`src/rtl/result_wb_ctrl.sv`:
```
// result_wb_ctrl: collects an FPU result burst into the result RAM, then reads it back and streams it out
module result_wb_ctrl #(
  parameter int DATA_W    = 32,
  parameter int ADDR_W    = 7,
  parameter int MEM_DEPTH = 128
) (
  input  logic              wb_clk,
  input  logic              wb_reset_n,
  input  logic              wb_start,
  input  logic [ADDR_W-1:0] wb_length,
  input  logic              wb_res_valid,
  input  logic [DATA_W-1:0] wb_res_data,
  output logic              wb_res_ready,
  output logic [ADDR_W-1:0] wb_mem_address,
  output logic [DATA_W-1:0] wb_mem_data_in,
  output logic              wb_mem_we,
  input  logic [DATA_W-1:0] wb_mem_data_out,
  output logic [DATA_W-1:0] wb_out_data,
  output logic              wb_out_valid,
  input  logic              wb_out_ready,
  output logic              wb_done,
  output logic              wb_err
);
  typedef enum logic [2:0] {IDLE, COLLECT, RD_ADDR, RD_WAIT, OUT, DONE} state_t;
  state_t state, state_d;
  logic [ADDR_W-1:0] wr_cnt, wr_cnt_d, rd_cnt, rd_cnt_d, len_q, len_d, addr_d;
  logic [DATA_W-1:0] wdata_d, odata_d;
  logic ready_d, we_d, ovalid_d, done_d, err_d;
  logic len_ok, last_rd;
  // a burst longer than the RAM is refused like an empty one
  assign len_ok  = wb_length != '0 && {1'b0, wb_length} <= (ADDR_W+1)'(MEM_DEPTH);
  assign last_rd = rd_cnt == len_q - 1'b1;
  always_comb begin
    state_d  = state;
    wr_cnt_d = wr_cnt;
    rd_cnt_d = rd_cnt;
    len_d    = len_q;
    ready_d  = wb_res_ready;
    addr_d   = wb_mem_address;
    wdata_d  = wb_mem_data_in;
    we_d     = 1'b0;
    odata_d  = wb_out_data;
    ovalid_d = wb_out_valid;
    done_d   = 1'b0;
    err_d    = 1'b0;
    case (state)
      IDLE: if (wb_start) begin
        err_d = !len_ok;
        if (len_ok) begin
          len_d    = wb_length;
          wr_cnt_d = '0;
          rd_cnt_d = '0;
          ready_d  = 1'b1;
          state_d  = COLLECT;
        end
      end
      COLLECT: if (wb_res_valid && wb_res_ready) begin
        we_d     = 1'b1;
        addr_d   = wr_cnt;
        wdata_d  = wb_res_data;
        wr_cnt_d = wr_cnt + 1'b1;
        if (wr_cnt == len_q - 1'b1) begin
          ready_d  = 1'b0;
          rd_cnt_d = '0;
          state_d  = RD_ADDR;
        end
      end
      RD_ADDR: begin
        addr_d  = rd_cnt;
        state_d = RD_WAIT;
      end
      RD_WAIT: state_d = OUT;
      // first OUT cycle captures the RAM word; the word is then held until accepted
      OUT: if (!wb_out_valid) begin
        odata_d  = wb_mem_data_out;
        ovalid_d = 1'b1;
      end else if (wb_out_ready) begin
        ovalid_d = 1'b0;
        rd_cnt_d = rd_cnt + 1'b1;
        done_d   = last_rd;
        state_d  = last_rd ? DONE : RD_ADDR;
      end
      DONE: state_d = IDLE;
      default: state_d = IDLE;
    endcase
  end
  always_ff @(posedge wb_clk or negedge wb_reset_n) begin
    if (!wb_reset_n) begin
      state          <= IDLE;
      wr_cnt         <= '0;
      rd_cnt         <= '0;
      len_q          <= '0;
      wb_res_ready   <= 1'b0;
      wb_mem_address <= '0;
      wb_mem_data_in <= '0;
      wb_mem_we      <= 1'b0;
      wb_out_data    <= '0;
      wb_out_valid   <= 1'b0;
      wb_done        <= 1'b0;
      wb_err         <= 1'b0;
    end else begin
      state          <= state_d;
      wr_cnt         <= wr_cnt_d;
      rd_cnt         <= rd_cnt_d;
      len_q          <= len_d;
      wb_res_ready   <= ready_d;
      wb_mem_address <= addr_d;
      wb_mem_data_in <= wdata_d;
      wb_mem_we      <= we_d;
      wb_out_data    <= odata_d;
      wb_out_valid   <= ovalid_d;
      wb_done        <= done_d;
      wb_err         <= err_d;
    end
  end
endmodule

```
`config.mk`:
```
export PLATFORM = sky130hd
export DESIGN_NAME = result_wb_ctrl
export DESIGN_NICKNAME = d
export VERILOG_FILES = /design/src/rtl/result_wb_ctrl.sv
export SDC_FILE = /design/constraint.sdc
export NUM_CORES = 1
export LEC_CHECK = 0
export ABC_AREA = 0
export BUFFER_PORTS_ARGS = -buffer_cell sky130_fd_sc_hd__buf_2
export CAP_MARGIN = 20
export CORE_ASPECT_RATIO = 0.7
export CORE_MARGIN = 2
export CORE_UTILIZATION = 50
export CTS_BUF_LIST = sky130_fd_sc_hd__clkbuf_4
export CTS_CLUSTER_DIAMETER = 150
export CTS_CLUSTER_SIZE = 16
export DETAILED_ROUTE_END_ITERATION = 7
export PLACE_DENSITY = 0.8
export SYNTH_ARGS = -nofsm -noshare
export SYNTH_HDL_FRONTEND = slang
export SYNTH_SLANG_ARGS = --single-unit
```
`constraint.sdc`:
```
create_clock -name wb_clk -period 7.5 [get_ports wb_clk]
set_input_delay 0 -clock wb_clk [delete_from_list [all_inputs] [get_ports wb_clk]]
set_output_delay 0 -clock wb_clk [all_outputs]
set_load 0.01 [all_outputs]
```
* Yosys cells after proc, flatten, opt, wreduce, memory -nomap -nowiden
Index checks and enable logic that the tools add are counted.
** Storage, ports and cells
- Bits in registers :: 100
- Bits of input ports :: 76
- Logic and storage cells :: 78
** Operators by class
- $add $sub $neg :: 3
- $lt $le $gt $ge :: 1
- Equality and inequality tests :: 12
- Muxes and demuxes :: 33
- Bitwise operators :: 1
- Reduce and logical (&&, ||, !) cells :: 16
** Operator list (number)
- 7-bit 2-to-1 mux :: 8
- 7-bit case mux with 2 select lines :: 2
- 3-bit 2-to-1 mux :: 7
- 7-bit case mux with 3 select lines :: 1
- 3-bit case mux with 5 select lines :: 1
- 7-bit by 1-bit adder with 7-bit output, second input constant :: 2
- 7-bit equality test :: 2
- 1-bit 2-to-1 mux :: 13
- 2-bit != test, second input constant :: 6
- 7-bit by 8-bit <= comparator with 1-bit output, second input constant :: 1
- 7-bit AND reduction :: 1
- 7-bit nonzero test :: 1
- 7-bit by 1-bit subtractor with 7-bit output, second input constant :: 1
- 3-bit by 2-bit equality test with 1-bit output, second input constant :: 2
- 2-bit AND reduction :: 3
- 6-bit AND reduction :: 1
- 5-bit AND reduction :: 1
- 4-bit AND reduction :: 1
- 2-bit nonzero test :: 2
- 3-bit by 1-bit equality test with 1-bit output, second input constant :: 1
- 3-bit equality test, second input constant :: 1
- 3-bit zero test :: 1
- 3-bit AND reduction :: 1
- 3-bit nonzero test :: 1
- 4 further kinds :: 5

* Logic depth before layout (Yosys ltp)
- Depth after elaboration :: 6
- Depth in mapped cells :: 8
- Mapped depth without buffers :: 8

* Worst setup path after synthesis
No wires, ideal clock.
- Path type :: register -> register
- Start point :: register len_q[0]
- End point :: register rd_cnt[5]
- Data arrival time :: 2.565 ns
- Required time :: 7.421 ns
- Slack :: 4.856 ns
- Stages on the path, launching flop included :: 9
- Path buffers :: 0
- Clock period less this slack :: 2.644 ns
- Path through :: dfrtp_1 -> inv_1 -> ha_1 -> or3b_1 -> or4_1 -> a21oi_1 -> a21boi_2 -> or4_1 -> a21oi_1
** Between the ends
- Longest elaborated chain between the ends :: 4
** RTL lines
- from (decl) :: RTL line 26 : logic [ADDR_W-1:0] wr_cnt, wr_cnt_d, rd_cnt, rd_cnt_d, len_q, len_d, addr_d;
- from (signal assigned) :: RTL line 105 : len_q <= len_d;
- 7-bit by 1-bit subtractor with 7-bit output :: RTL line 62 : if (wr_cnt == len_q - 1'b1) begin
- 7-bit equality test :: RTL line 62
- 2-bit != test (no line)
- 7-bit AND reduction (no line)
- to (signal assigned) :: RTL line 104 : rd_cnt <= rd_cnt_d;
- to (decl) :: RTL line 26
No other way between the ends.
A chain may end at the register's enable or synchronous reset.

* Worst setup path in the final report
- Start point :: register state[2]
- End point :: register wr_cnt[6]
** Between the ends
- Longest elaborated chain between the ends :: 3
- Elaborated cells on any way between the ends :: 8
- Classes of those cells :: eq/ne (4); mux (1); reduce/logical (3)
** RTL lines
- from (decl) :: RTL line 25 : state_t state, state_d;
- from (signal assigned) :: RTL line 102 : state <= state_d;
- 3-bit by 1-bit equality test with 1-bit output or 3-bit zero test (tied branches) :: RTL line 46 : case (state)
- 2-bit != test (no line) or 2-bit nonzero test (tied branches)
- 4-bit AND reduction (no line)
- to (signal assigned) :: RTL line 103 : wr_cnt <= wr_cnt_d;
- to (decl) :: RTL line 26
Parallel ways exist; a longest one is shown, timed or not.

==> results by group <==
Status
  • Outcome: completed

CTS
  • Worst-path clk slew: 150 ps
  • Clk Latency, worst-skew pair: ~440 ps
  • CTS sink cnt: 100
  • CTS Buf Count: 9
  • CTS H-tree lvls: 3
  • CTS Buffer Depth: 2
  • Post_cts resized: 0
  • CTS tree: done
  • Post-CTS Setup Repair Bufs: 0
  • Root cell of the clock tree: clkbuf_4

Logic synthesis
  • Top FF cell, synth: dfrtp_1
  • Fraction of synthesized area in multiplexers: 0.111
  • Synth top area cells: dfrtp_1, nand2_1, mux2_2, xnor2_1, xor2_1
  • Sequential area share after synthesis: 0.571
  • Distinct cells, synth: 42
  • Synth area leader: dfrtp_1
  • Simple-gate share of the synthesized area: 0.174
  • Yosys warnings: 0
  • EDFF count, synth: 0
  • Post-synthesis async set-or-reset flop share: 1.00
  • Number of synthesized register bits: 100
  • Synth Area in XOR/XNOR: 0.0520
  • Mapped Area: between 0.004 and 0.005 mm2
  • Main combinational cell family by area after synthesis: simple AND/OR/NAND/NOR gates
  • Syn Inst Count: 411
  • Synth Area in Compound Gates: 0.0625
  • Avg Cell Area, Syn: ~11 um2
  • Synth Net Count: between 400 and 500
  • Post-synth top area share: 0.571
  • Synth Area in Adders: 0.00857

Pwr
  • Clock power frac: 0.167
  • Total Power: 0.00178 W
  • Sw frac: 0.388
  • Sequential share of power: 0.452
  • Int Power: roughly 0.0011 W
  • Worst VDD drop: about 200 uV
  • Logic pwr share: 0.381
  • P_leak: 3.24 nW
  • Pwr dens: between 200 and 300 mW/mm2
  • Psw: between 0.0006 and 0.0007 W

GRT
  • Gr usage total: 0.232
  • Grt ovf: 0
  • First-pass GRT wire length: roughly 17,000 um
  • Largest net degree at the start of global routing: between 80 and 90
  • Initial antenna violation count: 0
  • Vias in the first global route: 3,502

Floorplanning
  • Core Area: about 0.0085 mm2
  • Cell Rows: 28
  • I/O pins: ~150
  • Initial Util: 0.517
  • Die W: around 120 um
  • Die height: 82.3 um
  • Die Area: approximately 0.0095 mm2

Cells and area
  • P&R area growth vs syn: 41.3%
  • Layout cells sized above 1: 0.335
  • # nets final: 715
  • Layout Cells excl Fill: roughly 760
  • N_diodes: 0

Timing
  • Worst-Margin Slew: between 900 and 1000 ps
  • Max-slew violation count: 0
  • Final setup viols: 0
  • Relative slew slack: 0.361
  • Final Critical Period: between 3000 and 4000 ps
  • RSZ-0062 raised after global routing: false
  • Setup tns final: 0 ps
  • Final hold violations: 0
  • Part of the cycle the worst path needs: 0.462
  • Fmax: between 200 and 300 MHz
  • Setup Skew: 16.5 ps

Critical path
  • Critical path required time: ~7900 ps
  • Worst Setup End Kind: flip-flop
  • Crit path DAT: approximately 3800 ps
  • CP Max Fanout: 44
  • Worst setup path class: flip-flop to flip-flop
  • Setup crit start kind: flip-flop

Routing
  • DRC errors left: 0
  • Vias: 3,817
  • Via-to-Cell Ratio: between 5 and 6
  • Routed wire per std cell: ~15 um
  • Initial DRC Count: between 200 and 300
  • WL final: ~11,000 um
  • Remaining antenna violation count: 0
  • Drt pass-1 iters: 5

Min path
  • Hold Crit Class: input pin to flip-flop

Flow run
  • Max cap viols: 0

Placed design
  • PortBufs: 151
  • # placed instances: approximately 670
  • DP HPWL: slightly above 7000 um
  • GPL Wtd Cong: between 0.8 and 0.9
## worst paths after layout
kind | startpoint | slack (ps) | to | cells after the start
max in group asynchronous | wb_reset_n | 5740 | wb_mem_data_in[20] | 4
setup reg to reg | state[2] | 4040 | wr_cnt[6] | 7
setup / recovery | state[2] | 4040 | wr_cnt[6] | 7
hold reg to reg | wb_mem_data_in[11] | 490 | wb_mem_data_in[11] | 2
min in group asynchronous | wb_reset_n | 560 | wb_mem_data_in[31] | 4
hold / removal | wb_res_valid | 100 | state[0] | 4
## cells in the final DEF (no fill, tap or decap), types with 3 or more instances in the layout
cell type,n
buf_4,5
inv_1,4
mux2_2,37
nand3_1,9
clkinvlp_4,3
dlygate4sd3_1,76
nor3_1,4
a21oi_1,7
xnor2_1,16
or3_1,3
nor2_1,14
nor3b_1,4
clkbuf_4,10
or4_1,3
xor2_1,10
o21ai_0,15
nand2_1,122
dfrtp_1,100
nor4_1,4
mux2i_1,7
o41ai_1,3
ha_1,3
buf_2,150
## kinds of logic (layout without fill, tap and decap cells)
logic type,count (synthesis),after routing
and+or+nand+nor,175,175
DFF,100,100
muxes,44,44
AOI/OAI and AO/OA,40,40
xor gates and xnor gates,26,26
buffers and inverters,23,253
adders and majority gates,3,3
## power by group through the flow
stage	sequential (W)	combinational, W	clock [W]
after detailed placement	0.000811	0.000642	0
after floorplan	0.000836	0.000380	0
after global routing	0.000828	0.000748	0.000329
after global placement	0.000807	0.000623	0
final	0.000806	0.000679	0.000298
after CTS	0.000802	0.000673	0.000307
## final cells by class
class | instances | area (um2)
Sequential cell | 100 | 2500
Fill cell | 588 | 2280
Multi-Input combinational cell | 288 | 1800
Timing Repair Buffer | 232 | 1580
Tap cell | 120 | 150
Clock buffer | 10 | 75.1
Clock inverter | 6 | 72.6
Inverter | 5 | 18.8
## through the flow
stage          hold WS, ps   util  setup slack [ps]  instance area (um2)
2_1_floorplan         -296      -              4860                 4380
6_report               104  0.731              4040                 6190
3_5_place_dp          -119  0.620              4020                 5260
4_1_cts               45.0  0.726              3970                 6160
3_3_place_gp          -120  0.620              4150                 5260
5_1_grt               75.7  0.731              3670                 6190
## per-layer routing
metal | up-vias | track usage | wire length (um)
met5 | - | 0 | 0
met1 | 1814 | 0.327 | 5150
li1 | 1845 | - | -
met3 | 8 | 0.0547 | 919
met4 | 0 | 0.0524 | 66
met2 | 150 | 0.370 | 5210
## flip-flops by register name, indices dropped and copies added (netlist names)
register	count
len_q	7
rd_cnt	7
state	3
wb_done	1
wb_err	1
wb_mem_address	7
wb_mem_data_in	32
wb_mem_we	1
wb_out_data	32
wb_out_valid	1
wb_res_ready	1
wr_cnt	7
## cells in the mapped netlist, types with 2 or more instances
cell type  count
buf_1          2
nor3_1         4
dfrtp_1      100
mux2i_1        7
and4_1         2
nand3_1       10
o31ai_1        2
or3b_1         2
a31oi_1        2
o41ai_1        3
xnor2_1       16
inv_1          4
nor2_1        15
a22oi_1        2
clkbuf_1      14
xor2_1        10
buf_2          2
mux2_2        37
or4_1          3
nor4_1         4
o21ai_0       15
or3_1          3
nor3b_1        4
a21oi_1        7
ha_1           3
nand2_1      122
## critical path, cell delays in order (launching register included)
cell     delay [ps]
dfrtp_1         500
nor3b_1         560
nand3_2         840
inv_2           840
and4_1          320
nand3_1         110
xor2_1          150
nor2_1           80
## repair_timing
| item | 4_1_cts | 5_1_grt |
|---|---|---|
| hold buffers | 75 | 1 |
| setup endpoints to repair | 0 | 0 |
| hold endpoints to repair | 95 | 6 |
(Power assumes the default switching activity.)
